===== config.mk =====
export PLATFORM = sky130hd
export DESIGN_NAME = nf_host_if
export DESIGN_NICKNAME = d
export VERILOG_FILES = /design/src/rtl/nf_host_if.sv
export SDC_FILE = /design/constraint.sdc
export NUM_CORES = 1
export LEC_CHECK = 0
export ABC_CLOCK_PERIOD_IN_PS = 2240
export CAP_MARGIN = 40
export CORE_ASPECT_RATIO = 1.1
export CORE_MARGIN = 5
export CORE_UTILIZATION = 45
export CTS_BUF_LIST = sky130_fd_sc_hd__clkbuf_8 sky130_fd_sc_hd__clkbuf_16
export DETAILED_ROUTE_END_ITERATION = 16
export HOLD_SLACK_MARGIN = 0.15
export PLACE_DENSITY = 0.74
export REMOVE_ABC_BUFFERS = 1
export SLEW_MARGIN = 0
export SYNTH_ARGS = -nofsm -noshare
export SYNTH_HDL_FRONTEND = slang
export SYNTH_SLANG_ARGS = --single-unit

===== constraint.sdc =====
create_clock -name clk -period 2.24 [get_ports clk]
set_input_delay 0.224 -clock clk [delete_from_list [all_inputs] [get_ports clk]]
set_output_delay 0.224 -clock clk [all_outputs]
set_load 0.02 [all_outputs]

===== src/rtl/nf_host_if.sv =====
`default_nettype none
// ============================================================================
// Module   : nf_host_if
// Brief    : CPU register file and command sequencer for nand_flash_top.
//            Turns single-cycle CPU writes into a stable nfcr/address command
//            interface, tracks each operation until done or timeout, latches
//            status/id for readback and raises a maskable level interrupt.
// Revision : 1.0 - initial release
// ============================================================================
module nf_host_if #(
  parameter logic [23:0] TIMEOUT = 24'd2000000
) (
  input  logic        clk,
  input  logic        rst_n,
  input  logic        cpu_wr,
  input  logic        cpu_rd,
  input  logic [2:0]  cpu_addr,
  input  logic [31:0] cpu_wdata,
  output logic [31:0] cpu_rdata,
  output logic [7:0]  nfcr,
  output logic [31:0] nf_addr0,
  output logic [31:0] nf_addr1,
  input  logic        done,
  input  logic [7:0]  status,
  input  logic [31:0] id,
  output logic        irq
);

  localparam logic [0:0] ST_IDLE = 1'b0;
  localparam logic [0:0] ST_RUN  = 1'b1;

  localparam logic [2:0] A_CMD     = 3'd0;
  localparam logic [2:0] A_ADDR0   = 3'd1;
  localparam logic [2:0] A_ADDR1   = 3'd2;
  localparam logic [2:0] A_STAT    = 3'd3;
  localparam logic [2:0] A_ID      = 3'd4;
  localparam logic [2:0] A_IRQ     = 3'd5;
  localparam logic [2:0] A_ELAPSED = 3'd6;

  logic [0:0]  state_q, state_d;
  logic [6:0]  op_q, op_d;
  logic        go_q, go_d;
  logic [31:0] addr0_q, addr0_d;
  logic [31:0] addr1_q, addr1_d;
  logic [23:0] cnt_q, cnt_d;
  logic [23:0] elapsed_q, elapsed_d;
  logic [7:0]  status_q, status_d;
  logic [31:0] id_q, id_d;
  logic [2:0]  irq_en_q, irq_en_d;
  logic [2:0]  flags_q, flags_d;     // {timeout, overrun, done}
  logic        done_dly_q, done_dly_d;
  logic [31:0] rdata_q, rdata_d;

  logic        busy;
  logic        wr_cmd, wr_addr0, wr_addr1, wr_irq;
  logic        go_req, done_edge, tmo_hit;

  assign wr_cmd   = cpu_wr && (cpu_addr == A_CMD);
  assign wr_addr0 = cpu_wr && (cpu_addr == A_ADDR0);
  assign wr_addr1 = cpu_wr && (cpu_addr == A_ADDR1);
  assign wr_irq   = cpu_wr && (cpu_addr == A_IRQ);

  assign go_req   = wr_cmd && cpu_wdata[7] && !busy;
  // The first RUN cycle (counter still 0) never completes, so a done level
  // carried over from before the go cannot end the operation instantly.
  assign done_edge = busy && done && !done_dly_q && (cnt_q != 24'd0);
  // A simultaneous done edge takes priority over the terminal count.
  assign tmo_hit   = busy && (cnt_q == (TIMEOUT - 24'd1)) && !done_edge;

  // Operation state register.
  always_ff @(posedge clk or negedge rst_n) begin
    if (!rst_n) state_q <= ST_IDLE;
    else        state_q <= state_d;
  end

  // Next-state: launch on go, return to idle on completion or timeout.
  always_comb begin
    state_d = state_q;
    case (state_q)
      ST_IDLE: if (go_req) state_d = ST_RUN;
      ST_RUN:  if (done_edge || tmo_hit) state_d = ST_IDLE;
      default: state_d = ST_IDLE;
    endcase
  end

  // Outputs derived from state and held registers.
  always_comb begin
    busy     = (state_q == ST_RUN);
    nfcr     = {go_q, op_q};
    nf_addr0 = addr0_q;
    nf_addr1 = addr1_q;
    irq      = |(flags_q & irq_en_q);
  end

  assign cpu_rdata = rdata_q;

  // Register file, counter, capture and flag update.
  always_comb begin
    op_d       = op_q;
    go_d       = go_req;
    addr0_d    = addr0_q;
    addr1_d    = addr1_q;
    cnt_d      = cnt_q;
    elapsed_d  = elapsed_q;
    status_d   = status_q;
    id_d       = id_q;
    irq_en_d   = irq_en_q;
    done_dly_d = done;
    rdata_d    = rdata_q;

    // Command and addresses are frozen while an operation is in flight.
    if (wr_cmd && !busy)   op_d    = cpu_wdata[6:0];
    if (wr_addr0 && !busy) addr0_d = cpu_wdata;
    if (wr_addr1 && !busy) addr1_d = cpu_wdata;

    if (go_req)    cnt_d = 24'd0;
    else if (busy) cnt_d = cnt_q + 24'd1;

    if (done_edge) begin
      elapsed_d = cnt_q;
      status_d  = status;
      id_d      = id;
    end else if (tmo_hit) begin
      elapsed_d = TIMEOUT;
    end

    if (wr_irq) irq_en_d = cpu_wdata[2:0];

    // W1C clear first, then set, so a coincident set survives.
    flags_d = flags_q & ~({3{wr_irq}} & cpu_wdata[10:8]);
    flags_d = flags_d | {tmo_hit, wr_cmd && busy, done_edge};

    // Read mux samples the pre-write register contents.
    if (cpu_rd) begin
      case (cpu_addr)
        A_CMD:     rdata_d = {25'b0, op_q};
        A_ADDR0:   rdata_d = addr0_q;
        A_ADDR1:   rdata_d = addr1_q;
        A_STAT:    rdata_d = {16'b0, 4'b0, flags_q, busy, status_q};
        A_ID:      rdata_d = id_q;
        A_IRQ:     rdata_d = {21'b0, flags_q, 5'b0, irq_en_q};
        A_ELAPSED: rdata_d = {8'b0, elapsed_q};
        default:   rdata_d = 32'b0;
      endcase
    end
  end

  // Datapath registers; reset clears everything, dropping nfcr at once.
  always_ff @(posedge clk or negedge rst_n) begin
    if (!rst_n) begin
      op_q       <= 7'b0;
      go_q       <= 1'b0;
      addr0_q    <= 32'b0;
      addr1_q    <= 32'b0;
      cnt_q      <= 24'b0;
      elapsed_q  <= 24'b0;
      status_q   <= 8'b0;
      id_q       <= 32'b0;
      irq_en_q   <= 3'b0;
      flags_q    <= 3'b0;
      done_dly_q <= 1'b0;
      rdata_q    <= 32'b0;
    end else begin
      op_q       <= op_d;
      go_q       <= go_d;
      addr0_q    <= addr0_d;
      addr1_q    <= addr1_d;
      cnt_q      <= cnt_d;
      elapsed_q  <= elapsed_d;
      status_q   <= status_d;
      id_q       <= id_d;
      irq_en_q   <= irq_en_d;
      flags_q    <= flags_d;
      done_dly_q <= done_dly_d;
      rdata_q    <= rdata_d;
    end
  end

endmodule
`default_nettype wire

# Yosys cells after proc, flatten, opt, wreduce, memory -nomap -nowiden
# Index checks and enable logic that the tools add are counted.
dict set report totals {
  regBits 200
  in_bits 80
  wordCells 59
}
dict set report op_classes {
  n_addsub 1
  eq_ne 7
  n_mux 8
  n_bitwise 6
  reduce_logical 24
}
# op n
set ops {}
lappend ops {{$pmux 32 s7} 1}
lappend ops {{$mux 24} 4}
lappend ops {{$add 24x1->24 const B} 1}
lappend ops {{$eq 24x21->1 const B} 1}
lappend ops {{$reduce_bool 24->1} 1}
lappend ops {{$logic_and 1x1->1} 15}
lappend ops {{$and 3x3->3} 3}
lappend ops {{$eq 3x3->1 const B} 3}
lappend ops {{$eq 3x2->1 const B} 2}
lappend ops {{$reduce_bool 2->1} 2}
lappend ops {{$eq 3x1->1 const B} 1}
lappend ops {{$logic_not 1->1} 3}
lappend ops {{$logic_not 3->1} 1}
lappend ops {{$not 3->3} 1}
lappend ops {{$or 3x3->3} 1}
lappend ops {{$reduce_or 3->1} 1}
lappend ops {{$mux 1} 2}
lappend ops {{$pmux 1 s2} 1}
lappend ops {{$logic_or 1x1->1} 1}
lappend ops {{$not 1->1} 1}

# Longest topological paths before layout
dict set report logic_depth {
  word_depth 8
  depth_mapped 7
  depth_no_buf 5
}

# Worst setup path before layout
# No wires, ideal clock.
dict set report synth_path {
  path_kind {flip-flop to flip-flop}
  startpoint {register cnt_q[7]}
  endpoint {register elapsed_q[0]}
  setup_ns 0.125
  t_arrival_ns 1.791
  path_slack_ns 0.324
  stages_incl_launch_ff 8
  path_buffers 3
  period_less_slack_ns 1.916
  path_cell_list {dfrtp_1 -> nor4_1 -> and3_1 -> buf_2 -> a311o_1 -> buf_6 -> buf_6 -> mux2_4}
}
dict set report synth_between {
  elab_chain_cells 5
}
# item line_no
set synth_rtl {}
lappend synth_rtl {{start: declaration} 45} ;# logic [23:0] cnt_q, cnt_d;
lappend synth_rtl {{start signal: assignment} 168} ;# cnt_q <= cnt_d;
lappend synth_rtl {{$reduce_bool 24->1} 66} ;# assign done_edge = busy && done && !done_dly_q && (cnt_q != 24'd0);
lappend synth_rtl {{$logic_and 1x1->1} 66}
lappend synth_rtl {{$logic_not 1->1} 68} ;# assign tmo_hit = busy && (cnt_q == (TIMEOUT - 24'd1)) && !done_edge;
lappend synth_rtl {{$logic_and 1x1->1} 68}
lappend synth_rtl {{$reduce_bool 2->1 (no source line)} --}
lappend synth_rtl {{end signal: assignment} 169} ;# elapsed_q <= elapsed_d;
lappend synth_rtl {{end: declaration} 46} ;# logic [23:0] elapsed_q, elapsed_d;
# Parallel ways exist; a longest one is shown, timed or not.
# A chain may end at the register's enable or synchronous reset.

# Final worst setup path
dict set report layout_path {
  startpoint {register cnt_q[0]}
  endpoint {register status_q[4]}
}
dict set report layout_between {
  elab_chain_cells 2
}
# item line_no
set layout_rtl {}
lappend layout_rtl {{$reduce_bool 24->1} 66}
lappend layout_rtl {{$logic_and 1x1->1} 66}
lappend layout_rtl {{end signal: assignment} 170} ;# status_q <= status_d;
lappend layout_rtl {{end: declaration} 47} ;# logic [7:0] status_q, status_d;
# No other way between the ends.

==> impl_metrics.ini <==
[run_status]
status = finished, final reports clean

[finish]
seq_area_sq_mm = 0.00500
multiInputGateArea_sq_mm = 0.00383
n_fill_cell = 1621
fin_cells = 1182
drive_gt1_share_pct = 26.6
nets = 999
post-route-util_pct = 60.6
post-route-cell-area_sq_mm = 0.0121
insertedDiodeCount = 0
areaGrowthSynthToFinish_pct = 31.5

[global_route]
track_usage_pct = 20.9
antenna_found_initial = 0
grt_overflow = 0
grt_first_pass_wirelength_um = 39300
grt_max_degree = 67
first_global_vias = 6952

[synthesis]
ys.flop_type = dfrtp_1
synth_top_area_share_pct = 54.5
ys_ff_latch = 200
synth_area_sq_mm = 0.00918
syn_area_per_cell_sq_um = 12.7
synth_area_leaders = dfrtp_1, mux2_2, mux2i_1
yosys_warnings = 0
async_flop_share_pct = 100
synthCells = 723
seq_area_frac_synth_pct = 54.5
synthMostInstantiatedCell = dfrtp_1
ys_types = 49
yosysTopAreaCell = dfrtp_1
synth_edf_count = 0
synth_common_cells = dfrtp_1, mux2_2, nand2_1

[min_path]
min_from = done
hold_path_class = in2reg
holdPathEnd = done_dly_q
min_path_cells = 1

[clocking]
clockBufferDepth = 2
cts_sinks = 200
cts_tree = yes
cts_setup_buffers = 0
cts_made_buffers = 17
clk_pin_slew_ps = 80
cts_max_level = 4
clk_latency_ps = 430
cts_root_buf = clkbuf_16

[die]
die-height_um = 160
rows = 54
die_w_um = 146
start_util_pct = 46.1
io_pins = 185
dieArea_sq_mm = 0.0234
coreArea_sq_mm = 0.0199

[power]
pwr-share-seq_pct = 42.5
combPwrFrac_pct = 36.7
power_density_mw_per_mm2 = 1190
p_int_mw = 9.59
swShare_pct = 33.5
clkPwrFrac_pct = 20.8
ir_worst_vdd_mv = 0.514
p_switching_mw = 4.83
p_leak_nw = 5.34
fin_total_pwr_mw = 14.4

[routing]
first_iter_violations = 501
totalWireLength_um = 24400
via_count = 6650
vias_per_cell = 5.63
ant_nets = 0
dr.pass1.iters = 5
drc = 0
wl_per_cell_um = 20.6

[worst_setup_path]
reg2reg_depth = 6
start_kind = flop
reg2reg_setup_slack_ps = 220
crit_required_ps = 2560
arrival_ps = 2330
r2r-start = cnt_q[0]
path_class = reg2reg
regToRegEndpoint = status_q[4]
path_max_fanout = 12
endpoint_kind = flop

[timing]
finalSetupViolCount = 0
rsz0062_at_grt = false
finalCritPeriodShare_pct = 90.0
timing.fmax_mhz = 496
finClkSkew_ps = 8.73
setup_tns_ps = 0
timing.hold.ws_ps = 275
worstMarginPinSlew_ps = 514
period_needed_ps = 2020
setup_slack_ps = 224
relSlewSlack_pct = 65.3
slew_viol_final = 0
hold_violations = 0

[placement]
numPortBuffers = 184
dp_slack_ps = 169
dp.cells = 1149
gp_congestion = 0.840
post_dp_cell_area_sq_mm = 0.0115
dp_hpwl_um = 17200

[job]
maxCapViolCount = 0
==> layout by cell type (no fill, tap or decap), drive strengths merged, types with 2 or more instances in the layout <==
master,count
nand2,33
buf,45
o21ai,6
and2,2
nor3,4
ha,2
a22oi,24
a21boi,17
mux2,153
a22o,26
clkbuf,18
and4,3
o22ai,18
nand3,17
nor2,22
nor4,6
and3,5
mux2i,32
dfrtp,200
nor2b,4
a211oi,3
a21oi,24
a222oi,2
o31ai,2
clkdlybuf4s50,179
nand4,9
mux4,6
a221oi,2
clkinv,4
inv,37
o211ai,2
clkinvlp,5
and4b,2
==> state kept, by name, indices dropped and copies added (netlist names) <==
| name | flops |
|---|---|
| busy | 1 |
| cnt_q | 24 |
| cpu_rdata | 32 |
| done_dly_q | 1 |
| elapsed_q | 24 |
| flags_q | 3 |
| go_q | 1 |
| id_q | 32 |
| irq_en_q | 3 |
| nf_addr0 | 32 |
| nf_addr1 | 32 |
| op_q | 7 |
| status_q | 8 |
==> cells by family (layout without fill, tap and decap cells) <==
group	Yosys count	after routing	share of synthesized area, %
XOR/XNOR	1	1	0.0954
AND/OR/NAND/NOR	113	113	6.40
multiplexers	191	191	24.5
adder cells (fa/ha/maj)	2	2	0.272
buffers and inverters	84	291	3.91
AO/OA/AOI/OAI	132	132	10.3
flip-flops	200	200	54.5
==> worst max-delay path: stages, from the launching register on <==
cell and delay [ps]:
dfrtp_1 460, inv_1 70, ha_1 190, and4b_1 200
a311o_2 430, buf_4 230, mux2_4 310
==> power groups by stage <==
stage / combinational (mW) / sequential [mW] / clock, mW
after detailed placement: 5.32 / 6.18 / 0
after global placement: 5.19 / 6.14 / 0
after floorplan: 2.29 / 6.70 / 0
after CTS: 5.34 / 6.13 / 3.05
after global routing: 5.67 / 6.32 / 3.19
final: 5.29 / 6.13 / 3.00
==> worst max path at each step <==
stage,startpoint,end,slack (ps),depth (start not counted)
after floorplan,cnt_q[7],elapsed_q[23],-1750,4
after global placement,cpu_wr,op_q[6],170,5
after detailed placement,cpu_addr[0],cpu_rdata[9],170,6
after CTS,flags_q[2],irq,100,3
after global routing,cnt_q[2],id_q[10],110,5
final,cnt_q[0],status_q[4],220,6
==> timing repair <==
action                                  in CTS  in global routing
hold endpoints to repair                    51                  0
gates resized for setup                      0                  1
hold buffers                                 1                  0
endpoints found under the setup margin       0                  1
==> area by class of cell <==
| class | instances | area share [%] |
|---|---|---|
| clock buffers | 17 | 3.52 |
| clock inverters | 15 | 1.20 |
| inverters | 32 | 0.994 |
| multi-input cells | 439 | 31.7 |
| flip-flops and latches | 200 | 41.4 |
| well taps | 252 | 2.61 |
| repair buffers | 227 | 18.5 |
==> layer usage <==
metal | wire length, um | vias up | global-route usage (%) | part of all wire (%)
met3 | 1190 | 30 | 3.60 | 4.9
met2 | 12200 | 197 | 34.5 | 50
met1 | 10600 | 3376 | 28.3 | 43
li1 | - | 3047 | - | -
met5 | 0 | - | 0 | 0
met4 | 422 | 0 | 6.59 | 1.7
Power figures use the tool's default switching activity.
